==> src/rtl/dbl_dabble_seq.sv <==
// -----------------------------------------------------------------------------
// dbl_dabble_seq
//
// Sequential binary-to-BCD converter. Runs the double-dabble shift/add-3
// algorithm one bit per clock, so a W-bit value takes W RUN cycles. This trades
// latency for area compared with a fully combinational converter.
//
// Parameters
//   W          binary input width (4..13); also the iteration count
//
// Ports
//   clk        system clock, rising edge
//   rst        synchronous, active-high reset
//   start      request conversion of b; only honoured while idle
//   b          binary value, captured on the accepted start edge
//   busy       high while a conversion is in progress (from the state register)
//   done       one-cycle registered pulse when new digits are valid
//   thousands  BCD thousands digit
//   hundreds   BCD hundreds digit
//   tens       BCD tens digit
//   ones       BCD ones digit
// -----------------------------------------------------------------------------
module dbl_dabble_seq #(
    parameter int W = 13
) (
    input  logic         clk,
    input  logic         rst,
    input  logic         start,
    input  logic [W-1:0] b,
    output logic         busy,
    output logic         done,
    output logic [3:0]   thousands,
    output logic [3:0]   hundreds,
    output logic [3:0]   tens,
    output logic [3:0]   ones
);

    typedef enum logic {
        IDLE,
        RUN
    } state_t;

    state_t        state;
    state_t        state_nxt;

    // {bcd[15:0], bin[W-1:0]} working register.
    logic [W+15:0] sr;
    logic [3:0]    cnt;

    logic [15:0]   bcd_adj;
    logic [W+15:0] sr_pre;
    logic [W+15:0] sr_shift;
    logic          last;

    // Nibble correction: a 4-bit add with no carry out. A nibble >= 5 becomes
    // at most 12, so nothing is lost.
    function automatic logic [3:0] add3(input logic [3:0] n);
        return (n >= 4'd5) ? n + 4'd3 : n;
    endfunction

    // One double-dabble iteration: add-3 to all four nibbles, then shift left.
    always_comb begin
        bcd_adj  = {add3(sr[W+15:W+12]), add3(sr[W+11:W+8]),
                    add3(sr[W+7:W+4]),   add3(sr[W+3:W])};
        sr_pre   = {bcd_adj, sr[W-1:0]};
        sr_shift = sr_pre << 1;
        last     = (cnt == 4'(W - 1));
    end

    // State register.
    always_ff @(posedge clk) begin
        if (rst) begin
            state <= IDLE;
        end else begin
            state <= state_nxt;
        end
    end

    // Next-state logic.
    always_comb begin
        // NOTE: assigning the default before the case means every path writes
        // state_nxt, so no latch is inferred when a branch leaves it untouched.
        state_nxt = state;
        case (state)
            IDLE: if (start) state_nxt = RUN;
            RUN:  if (last)  state_nxt = IDLE;
            default: state_nxt = IDLE;
        endcase
    end

    // Datapath and output registers.
    always_ff @(posedge clk) begin
        if (rst) begin
            // An aborted conversion clears the digits too; no partial result
            // ever reaches the outputs.
            sr        <= '0;
            cnt       <= '0;
            done      <= 1'b0;
            thousands <= '0;
            hundreds  <= '0;
            tens      <= '0;
            ones      <= '0;
        end else begin
            // NOTE: non-blocking assignments here so every register samples the
            // pre-edge values, independent of statement order.
            done <= 1'b0;
            case (state)
                IDLE: begin
                    if (start) begin
                        sr  <= {16'b0, b};
                        cnt <= '0;
                    end
                end
                RUN: begin
                    sr  <= sr_shift;
                    cnt <= cnt + 4'd1;
                    if (last) begin
                        thousands <= sr_shift[W+15:W+12];
                        hundreds  <= sr_shift[W+11:W+8];
                        tens      <= sr_shift[W+7:W+4];
                        ones      <= sr_shift[W+3:W];
                        done      <= 1'b1;
                    end
                end
                default: ;
            endcase
        end
    end

    assign busy = (state == RUN);

endmodule

==> config.mk <==
export PLATFORM = sky130hd
export DESIGN_NAME = dbl_dabble_seq
export DESIGN_NICKNAME = d
export VERILOG_FILES = /design/src/rtl/dbl_dabble_seq.sv
export SDC_FILE = /design/constraint.sdc
export NUM_CORES = 1
export LEC_CHECK = 0
export ABC_AREA = 1
export CORE_MARGIN = 2
export CORE_UTILIZATION = 53
export DETAILED_ROUTE_END_ITERATION = 12
export GPL_ROUTABILITY_DRIVEN = 0
export PLACE_DENSITY_LB_ADDON = 0.25
export SLEW_MARGIN = 10
export SYNTH_ARGS = -nofsm -noshare
export SYNTH_HDL_FRONTEND = slang
export SYNTH_SLANG_ARGS = --single-unit
export TNS_END_PERCENT = 10
==> constraint.sdc <==
create_clock -name clk -period 1.9 [get_ports clk]
set_clock_uncertainty 0.1 [all_clocks]
set_input_delay 0.19 -clock clk [delete_from_list [all_inputs] [get_ports clk]]
set_output_delay 0.19 -clock clk [all_outputs]
set_load 0.05 [all_outputs]
# ---- After elaboration in Yosys (flattened, before gate mapping)
# Index checks and enable logic that the tools add are counted.
dict set report op_classes {
  n_addsub 5
  n_mul 0
  n_div 0
  n_lt_le_gt_ge 4
  n_eq_ne 2
  shifts 0
  mux 12
  bitwise 1
  reduce_logical 2
}
# op count
set op_table {}
lappend op_table {{29-bit one-hot mux with 2 select lines} 1}
lappend op_table {{29-bit 2-to-1 mux} 1}
lappend op_table {{4-bit by 3-bit greater-or-equal comparator with 1-bit output (second input constant)} 4}
lappend op_table {{4-bit 2-to-1 mux} 4}
lappend op_table {{4-bit by 2-bit adder with 4-bit output (second input constant)} 3}
lappend op_table {{4-bit one-hot mux with 2 select lines} 1}
lappend op_table {{4-bit by 1-bit adder with 4-bit output (second input constant)} 1}
lappend op_table {{4-bit equality test (second input constant)} 1}
lappend op_table {{3-bit by 2-bit adder with 3-bit output (second input constant)} 1}
lappend op_table {{1-bit 2-to-1 mux} 3}
lappend op_table {{3-bit 2-to-1 mux} 1}
lappend op_table {{2-bit != test (second input constant)} 1}
lappend op_table {{1-bit one-hot mux with 2 select lines} 1}
lappend op_table {{2-bit AND reduction} 1}
lappend op_table {{2-bit OR reduction} 1}
lappend op_table {{1-bit NOT} 1}
dict set report word_totals {
  ff_bits 51
  latch_bits 0
  mem_bits_rw 0
  rom_bits 0
  inputBits 16
  output_inout_bits 18
  wordCells 34
  memories 0
}

# ---- Logic depth before layout (Yosys ltp)
# Gate-level depths: netlist of the first run.
dict set report depth {
  ltp_word 3
  depth_mapped 9
  depth_no_buf 8
}

# ---- Least setup slack after synthesis of the first run
# Ideal clock, no wire load.
dict set report synth_timing {
  path_type {flip-flop to flip-flop}
  from {register state, in the netlist busy}
  to {register hundreds[0]}
  setup_ps 59
  arrival_ps 1402
  required_ps 1741
  slack_ps 339
  stages_incl_launch_ff 8
  path_buffers 1
  period_less_slack_ps 1561
  path_cell_list {dfxtp_1 inv_2 nor2_4 nand2_1 inv_2 buf_6 nand3_1 nand2_1}
}
dict set report synth_between {
  elab_chain_cells 1
}
# element line
set synth_rtl {}
lappend synth_rtl {{start, declared} 43} ;# state_t state;
lappend synth_rtl {{start signal, assigned} 75} ;# state <= state_nxt;
lappend synth_rtl {{2-bit AND reduction (no source line)} n/a}
lappend synth_rtl {{end signal, assigned} 119} ;# hundreds <= sr_shift[W+11:W+8];
lappend synth_rtl {{end, declared} 33} ;# output logic [3:0] hundreds,
# Every way passes these cells.
# A chain may end at the register's enable or synchronous reset.

# ---- Worst setup path in the final report of the first run
dict set report layout_timing {
  from {register ones[0]}
  to {output ones[0]}
}
# element line
set layout_lines {}
lappend layout_lines {{start, declared} 35} ;# output logic [3:0] ones
lappend layout_lines {{start signal, assigned} 121} ;# ones <= sr_shift[W+3:W];
# No word-level cell between the ends.

==> results of run 1 <==
## worst reg2reg max path, delay by kind of cell (launching register included)
| family | cells | cell delay (ps) |
|---|---|---|
| buffers and inverters | 2 | 170 |
| flip-flops | 1 | 420 |
| adder cells (fa/ha/maj) | 1 | 220 |
| AND/OR/NAND/NOR | 4 | 430 |
| AO/OA/AOI/OAI | 1 | 60 |
## through the flow
stage,total power (uW),setup slack (ps),std cells
floorplan,1220,339,337
global placement,1290,344,418
detailed placement,1300,323,418
CTS,1890,136,426
global route,1940,103,426
finish,1870,152,426
## power groups by stage
stage	Clock, uW	Sequential [uW]	Combinational (uW)
global placement	0	1130	165
global route	648	1100	188
floorplan	0	1130	93.2
CTS	619	1100	170
detailed placement	0	1130	170
finish	602	1100	169
## layer usage
layer	global-route usage	vias up
met2	0.354	53
met4	0.107	0
met5	0	-
li1	-	1153
met1	0.249	1037
met3	0.0442	9
## cell families after synthesis
family / count (synthesis) / share of synthesized area
buf+inv: 58 / 0.0986
fa+ha+maj: 10 / 0.0525
compound gates: 44 / 0.0986
flops: 51 / 0.428
mux: 3 / 0.0126
simple gates: 171 / 0.310
## path summary, 6_finish.rpt
kind              slack (ps)         from  cells after the start     endpoint
hold reg to reg          350  hundreds[1]                      2  hundreds[1]
setup / recovery         150      ones[0]                      1      ones[0]
hold / removal           350  hundreds[1]                      2  hundreds[1]
setup reg to reg         390       sr[13]                      8       sr[14]
## cell usage in the layout (no fill, tap or decap), types with 3 or more instances in the layout
| master | netlist | layout |
|---|---|---|
| dfxtp_1 | 51 | 51 |
| nand3_1 | 41 | 41 |
| nand4_1 | 9 | 9 |
| ha_1 | 10 | 10 |
| o21ai_0 | 17 | 17 |
| buf_4 | 0 | 8 |
| clkbuf_8 | 0 | 5 |
| clkdlybuf4s50_1 | 0 | 32 |
| inv_1 | 44 | 44 |
| nor2_1 | 5 | 5 |
| mux2i_1 | 3 | 3 |
| o211ai_1 | 4 | 4 |
| a21oi_1 | 21 | 21 |
| nand2_1 | 111 | 111 |
## flip-flops by register name (all words and copies together), names as in the netlist
signal and count:
busy 1, cnt 4, done 1, hundreds 4
ones 4, sr 29, tens 4, thousands 4
## layout make-up
| class | count | area, sq um |
|---|---|---|
| inverter | 46 | 173 |
| multi-input combinational | 228 | 1130 |
| sequential | 51 | 1020 |
| fill | 403 | 1490 |
| clock buffer | 7 | 76.3 |
| tap | 52 | 65.1 |
| clock inverter | 1 | 5.00 |
| timing repair buffer | 41 | 400 |
==> key figures, run 1 <==
Routing
  – Drt first pass iters: 4
  – Highest metal layer with signal wires: met4
  – Antenna viol nets, final: 0
  – DR WL met3: 228 um
  – DRC: 0
  – Vias per inst: about 5.3
  – Met2 routed WL: 2370 um
  – Iteration-0 DRC Markers: 85
  – DR vias: 2252
  – Drt total wl: between 4000 and 5000 um
  – Metal-1 WL: 2210 um
  – Wire per inst: ~11 um

Global route
  – Vias in the first global route: 2084
  – Overflow left after global routing: 0
  – Antenna violations before repair: 0
  – Wire length of the first global-routing pass: about 8600 um
  – Largest net degree at the start of global routing: 20
  – Global Route Usage Sum: 0.209

Timing
  – Rel. slew slack: 0.666
  – Highest Clock Rate: 572 MHz
  – Worst hold slack: 352 ps
  – Unrepaired setup endpoints after global routing: false
  – Slew @ Worst Pin: between 400 and 500 ps
  – Final setup fails: 0
  – Crit path time final: 1750 ps
  – Setup tns final: 0 ps
  – Slew Viols, Final: 0
  – Fin crit share: 0.920
  – Final Hold Vio Count: 0

Clock network
  – Maximum clock path buffer count: 2
  – Clk root buf: clkbuf_8
  – Worst-Skew Late Latency: slightly above 300 ps
  – Postcts setup bufs: 0
  – Hold Buf Count CTS: 0
  – # clock sinks: between 50 and 60
  – TritonCTS clock tree: done
  – Post-CTS resize count: 0
  – TritonCTS Buffers: 5
  – Clock transition at path regs: around 90 ps
  – H-tree levels: 2

Floorplanning
  – Initial Util: 0.548
  – Row cnt: 24
  – Die Footprint: between 0.005 and 0.006 sq mm
  – Height of the die: around 71 um
  – Core Box Area: 0.00435 sq mm
  – Die W: a little over 70 um
  – Ports: 34

Logic synthesis
  – Main synth FF type: dfxtp_1
  – Post-synthesis cell type count: 21
  – Mapped cell area: around 0.0024 sq mm
  – Most frequent cell after synthesis: nand2_1
  – Yosys reg bits: just over 50
  – Yosys Warn Count: 0
  – Area contributors post-synth: dfxtp_1, nand2_1, nand3_1
  – Post-synth net total: 363
  – Synth cell count leaders: nand2_1, dfxtp_1, inv_1
  – Share of the synthesized area in the top cell type: 0.428
  – Post-Synthesis Mean Instance Area: between 7 and 8 sq um
  – Number of synthesized flops with an enable pin: 0
  – Biggest area consumer among synthesized cells: dfxtp_1
  – Post-Syn Instances: 337
  – Post-synthesis sequential area ratio: 0.428
  – Asr flop ratio synth: 0

Final layout
  – Final core occ: 0.659
  – Design Area, Final: 0.00287 sq mm
  – Fin nets: 399
  – ANT cells: 0
  – Area growth syn-to-layout: 20.3%
  – Share of layout cells above drive strength 1: 0.0535

Power
  – VDD IR max: approximately 0.44 mV
  – Gate power share: 0.090
  – Register share of total power: 0.588
  – Clk pwr share: 0.322
  – Pleak: 0.00128 uW
  – Switch Pwr: around 450 uW
  – Sw frac: 0.242
  – Int Pwr: around 1400 uW
  – Cell Pwr Density: approximately 650 mW/mm^2

Worst setup path
  – CP Launch Type: register
  – Crit-path cells: clkdlybuf4s50_1
  – Crit-path max FO: 2
  – Crit path max-delay family: buffers and inverters
  – Slowest cell on the critical path: clkdlybuf4s50_1
  – Arrival @ worst endpoint: about 1500 ps
  – Worst Path Buf+Inv: 1
  – Crit. End Element: output port
  – Slowest stage delay, CP: between 800 and 900 ps
  – Critical Setup Path Class: reg -> out
  – WP data required: between 1500 and 2000 ps

Status
  – Status: finished clean

Place
  – Post-DP HPWL: about 3600 um
  – Placed cell areas: 0.00279 sq mm
  – I/O Buffers: 33

Job
  – # Max-Cap Violations: 0

Hold path
  – Hold Crit Class: reg -> reg
Note: power is estimated with default switching activity, not from simulation.
==> inputs of run 2 (changes only) <==
--- a/config.mk
+++ b/config.mk
@@ -7,7 +7,7 @@
 export LEC_CHECK = 0
 export ABC_AREA = 1
 export CORE_MARGIN = 2
-export CORE_UTILIZATION = 53
+export CORE_UTILIZATION = 54
 export DETAILED_ROUTE_END_ITERATION = 12
 export GPL_ROUTABILITY_DRIVEN = 0
 export PLACE_DENSITY_LB_ADDON = 0.25
==> key figures, run 2 (synthesis results as in run 1) <==
Floorplanning
  – Ports: 34 (unchanged)
  – Initial Util: 0.555 (was 0.548)
  – Row cnt: 24 (unchanged)
  – Die W: 70.5 um (was 71.1 um)
  – Die Footprint: 0.00496 sq mm (was 0.00505 sq mm)
  – Core Box Area: 0.00429 sq mm (was 0.00435 sq mm)
  – Height of the die: 70.5 um (was 71.1 um)

Worst setup path
  – Slowest stage delay, CP: 810 ps (about the same)
  – WP data required: 1610 ps (about the same)
  – Crit-path max FO: 2 (unchanged)
  – Critical Setup Path Class: reg -> out (unchanged)
  – Crit path max-delay family: buffers and inverters (unchanged)
  – Slowest cell on the critical path: clkdlybuf4s50_1 (unchanged)
  – Crit-path cells: clkdlybuf4s50_1 (unchanged)
  – CP Launch Type: register (unchanged)
  – Worst Path Buf+Inv: 1 (unchanged)
  – Crit. End Element: output port (unchanged)
  – Number of stages on the worst setup path: 1 (unchanged)
  – Arrival @ worst endpoint: 1470 ps (was 1460 ps)
  – FF-to-FF path depth: 8 (unchanged)

Clock network
  – # clock sinks: 51 (unchanged)
  – Clk root buf: clkbuf_8 (unchanged)
  – Maximum clock path buffer count: 2 (unchanged)
  – Clock transition at path regs: 90 ps (about the same)
  – Postcts setup bufs: 0 (unchanged)
  – Hold Buf Count CTS: 0 (unchanged)
  – Post-CTS resize count: 0 (unchanged)
  – H-tree levels: 2 (unchanged)
  – TritonCTS Buffers: 5 (unchanged)
  – TritonCTS clock tree: done (unchanged)
  – Worst-Skew Late Latency: 310 ps (about the same)

Timing
  – Final worst slack: 144 ps (was 152 ps)
  – Highest Clock Rate: 569 MHz (was 572 MHz)
  – Fin crit share: 0.924 (was 0.920)
  – Slew @ Worst Pin: 493 ps (was 499 ps)
  – Crit path time final: 1760 ps (was 1750 ps)
  – Setup tns final: 0 ps (unchanged)
  – Unrepaired setup endpoints after global routing: false (unchanged)
  – Rel. slew slack: 0.670 (was 0.666)
  – Final setup fails: 0 (unchanged)
  – Final Hold Vio Count: 0 (unchanged)
  – Slew Viols, Final: 0 (unchanged)

Routing
  – DR vias: 2250 (was 2252)
  – Iteration-0 DRC Markers: 115 (was 85)
  – Vias per inst: 5.27 (was 5.29)
  – Drt total wl: 4850 um (was 4890 um)
  – Wire per inst: 11.4 um (was 11.5 um)
  – Drt first pass iters: 5 (was 4)
  – Antenna viol nets, final: 0 (unchanged)
  – DRC: 0 (unchanged)

Place
  – Dpl ws: 347 ps (was 323 ps)
  – I/O Buffers: 33 (unchanged)
  – Post-DP HPWL: 3430 um (was 3580 um)

Final layout
  – Fill cell count: 391 (was 403)
  – Largest reg by FF count: sr (unchanged)
  – Most common cell after layout, fill and taps aside: nand2_1 (unchanged)
  – Final core occ: 0.683 (was 0.659)
  – Max reg flops: 29 (unchanged)
  – ANT cells: 0 (unchanged)
  – Area growth syn-to-layout: 22.9% (was 20.3%)
  – Fin nets: 400 (was 399)
  – Most frequent cells in the layout: nand2_1, dfxtp_1, inv_1 (unchanged)
  – Share of layout cells above drive strength 1: 0.0613 (was 0.0535)

Global route
  – Wire length of the first global-routing pass: 8600 um (was 8570 um)
  – Largest net degree at the start of global routing: 21 (was 20)
  – Antenna violations before repair: 0 (unchanged)
  – Overflow left after global routing: 0 (unchanged)
  – Global Route Usage Sum: 0.212 (was 0.209)
  – Vias in the first global route: 2043 (was 2084)

Power
  – Gate power share: 0.080 (was 0.090)
  – Sw frac: 0.219 (was 0.242)
  – Clk pwr share: 0.411 (was 0.322)
  – Switch Pwr: 474 uW (was 452 uW)
  – Register share of total power: 0.509 (was 0.588)
  – Pleak: 0.00131 uW (was 0.00128 uW)
  – Cell Pwr Density: 737 mW/mm^2 (was 653 mW/mm^2)
  – VDD IR max: 0.638 mV (was 0.440 mV)
  – Int Pwr: 1690 uW (was 1420 uW)

Hold path
  – Min-Delay Path Depth: 2 (unchanged)
  – Hold Crit Class: reg -> reg (unchanged)

Job
  – # Max-Cap Violations: 0 (unchanged)

Status
  – Status: finished clean (unchanged)
==> run 2: cell types whose count changed in the layout (fill, tap and decap cells not counted), sizes merged <==
cell,before,now
clkbuf,7,5
buf,9,10
clkinvlp,0,1
bufinv,0,2
clkinv,1,0
==> run 2: final cells by class <==
type,count,area [sq um],area share
multi-input cells,228,1130,0.385
flip-flops and latches,51,1020,0.348
repair buffers,42,408,0.139
inverters,46,173,0.0589
clock buffers,5,68.8,0.0235
clock inverters,3,67.6,0.0230
well taps,52,65.1,0.0222
==> run 2: worst paths after layout <==
| check | from | end | slack [ps] |
|---|---|---|---|
| worst max-delay path | ones[3] | ones[3] | 140 |
| worst max register to register | sr[17] | sr[18] | 420 |
| worst min-delay path | hundreds[3] | hundreds[3] | 350 |
| worst min register to register | hundreds[3] | hundreds[3] | 350 |
==> run 2: metrics by stage <==
stage	area [sq um]	hold WS [ps]	instances	power, uW
floorplan	2380	255	337	1220
global placement	2800	335	419	1290
detailed placement	2800	340	419	1300
CTS	2930	357	427	2180
global route	2930	380	427	2240
finish	2930	353	427	2160
==> run 2: metal layers <==
layer / share of wire / track usage / vias up
met4: 0.011 / 0.0556 / 0
met3: 0.049 / 0.0519 / 10
met5: 0 / 0 / -
li1: - / - / 1162
met1: 0.46 / 0.267 / 1006
met2: 0.48 / 0.361 / 72
==> run 2: power by group through the flow <==
stage / Sequential (uW) / Combinational, uW / Clock (uW)
floorplan: 1130 / 93.2 / 0
global placement: 1120 / 168 / 0
detailed placement: 1120 / 173 / 0
CTS: 1100 / 174 / 910
global route: 1100 / 194 / 941
finish: 1100 / 173 / 889
==> inputs of run 3 (changes only) <==
--- a/config.mk
+++ b/config.mk
@@ -10,7 +10,7 @@
 export CORE_UTILIZATION = 54
 export DETAILED_ROUTE_END_ITERATION = 12
 export GPL_ROUTABILITY_DRIVEN = 0
-export PLACE_DENSITY_LB_ADDON = 0.25
+export PLACE_DENSITY = 0.79
 export SLEW_MARGIN = 10
 export SYNTH_ARGS = -nofsm -noshare
 export SYNTH_HDL_FRONTEND = slang
==> key figures, run 3 (synthesis results as in run 1) <==
Status
  – Status: finished clean (unchanged)

Routing
  – Drt total wl: 4860 um (was 4850 um)
  – Vias per inst: 5.18 (was 5.27)
  – DR vias: 2210 (was 2250)
  – DRC: 0 (unchanged)
  – Drt first pass iters: 4 (was 5)
  – Iteration-0 DRC Markers: 209 (was 115)
  – Wire per inst: 11.4 um (about the same)
  – Antenna viol nets, final: 0 (unchanged)

Global route
  – Wire length of the first global-routing pass: 8500 um (was 8600 um)
  – Largest net degree at the start of global routing: 24 (was 21)
  – Overflow left after global routing: 0 (unchanged)
  – Antenna violations before repair: 0 (unchanged)
  – Global Route Usage Sum: 0.211 (was 0.212)
  – Vias in the first global route: 1992 (was 2043)

Timing
  – Crit path time final: 1750 ps (was 1760 ps)
  – Rel. slew slack: 0.667 (was 0.670)
  – Final Hold Vio Count: 0 (unchanged)
  – Slew @ Worst Pin: 497 ps (was 493 ps)
  – Slew Viols, Final: 0 (unchanged)
  – Fin crit share: 0.923 (was 0.924)
  – Final setup fails: 0 (unchanged)
  – Unrepaired setup endpoints after global routing: false (unchanged)
  – Final worst slack: 147 ps (was 144 ps)
  – Setup tns final: 0 ps (unchanged)
  – Highest Clock Rate: 570 MHz (was 569 MHz)

Final layout
  – Most common cell after layout, fill and taps aside: nand2_1 (unchanged)
  – Share of layout cells above drive strength 1: 0.0587 (was 0.0613)
  – Largest reg by FF count: sr (unchanged)
  – ANT cells: 0 (unchanged)
  – Final core occ: 0.671 (was 0.683)
  – Most frequent cells in the layout: nand2_1, dfxtp_1, inv_1 (unchanged)
  – Fin nets: 400 (unchanged)
  – Max reg flops: 29 (unchanged)
  – Area growth syn-to-layout: 20.8% (was 22.9%)

Clock network
  – Clk root buf: clkbuf_8 (unchanged)
  – # clock sinks: 51 (unchanged)
  – Maximum clock path buffer count: 2 (unchanged)
  – H-tree levels: 2 (unchanged)
  – Clock transition at path regs: 90 ps (about the same)
  – TritonCTS Buffers: 5 (unchanged)
  – Postcts setup bufs: 0 (unchanged)
  – Hold Buf Count CTS: 0 (unchanged)
  – TritonCTS clock tree: done (unchanged)
  – Post-CTS resize count: 0 (unchanged)
  – Worst-Skew Late Latency: 310 ps (about the same)

Worst setup path
  – WP data required: 1610 ps (about the same)
  – Crit. End Element: output port (unchanged)
  – Crit path max-delay family: buffers and inverters (unchanged)
  – Critical Setup Path Class: reg -> out (unchanged)
  – Slowest cell on the critical path: clkdlybuf4s50_1 (unchanged)
  – Arrival @ worst endpoint: 1460 ps (was 1470 ps)
  – Crit-path max FO: 2 (unchanged)
  – Worst Path Buf+Inv: 1 (unchanged)
  – Crit-path cells: clkdlybuf4s50_1 (unchanged)
  – CP Launch Type: register (unchanged)
  – Slowest stage delay, CP: 810 ps (about the same)

Floorplanning
  – Die Footprint: 0.00496 sq mm (unchanged)
  – Core Box Area: 0.00429 sq mm (unchanged)
  – Initial Util: 0.555 (unchanged)
  – Ports: 34 (unchanged)
  – Height of the die: 70.5 um (unchanged)
  – Die W: 70.5 um (unchanged)
  – Row cnt: 24 (unchanged)

Power
  – VDD IR max: 0.374 mV (was 0.638 mV)
  – Cell Pwr Density: 655 mW/mm^2 (was 737 mW/mm^2)
  – Pwr Total: 1890 uW (was 2160 uW)
  – Pleak: 0.00129 uW (was 0.00131 uW)

Hold path
  – Hold Crit Class: reg -> reg (unchanged)

Job
  – # Max-Cap Violations: 0 (unchanged)

Place
  – Post-DP HPWL: 3510 um (was 3430 um)
  – Dpl ws: 292 ps (was 347 ps)
  – I/O Buffers: 33 (unchanged)
[run 3: cell count changes in the layout (fill, tap and decap cells not counted)]
cell       before  now
bufinv_16       2    0
clkbuf_1        0    1
clkinv_2        0    1
[run 3: layout make-up]
cell class              instances  area, sq um
repair buffers                 42          408
clock buffers                   6         72.6
flip-flops and latches         51         1020
clock inverters                 2         12.5
fillers                       370         1410
multi-input cells             228         1130
well taps                      52         65.1
inverters                      46          173
[run 3: worst paths after layout]
path               start     endpoint  slack [ps]  cells past startpoint
max              ones[2]      ones[2]         150                      1
min          hundreds[3]  hundreds[3]         350                      2
max reg2reg       cnt[0]      ones[1]         360                      8
min reg2reg  hundreds[3]  hundreds[3]         350                      2
[run 3: metal layers]
layer | wire [um] | global-route usage | vias to the layer above
met4 | 62 | 0.0641 | 0
met5 | 0 | 0 | -
li1 | - | - | 1156
met2 | 2410 | 0.368 | 52
met1 | 2220 | 0.260 | 996
met3 | 166 | 0.0447 | 6
[run 3: through the flow]
stage,hold slack [ps],instances,cell area [sq um]
6_report,354,427,2880
4_1_cts,357,427,2880
3_3_place_gp,335,419,2800
2_1_floorplan,255,337,2380
5_1_grt,380,427,2880
3_5_place_dp,338,419,2800
[run 3: power by group]
group	internal (uW)	leakage [uW]	switching, uW
clock network	258	0.0000412	356
logic	73.8	0.000832	98.1
registers	1090	0.000413	11.3
total	1420	0.00129	465
[run 3: tightest hold or removal path, stage by stage, from the launching register on]
cell and delay, ps:
dfxtp_1 320, nand2_1 60, nand2_1 40
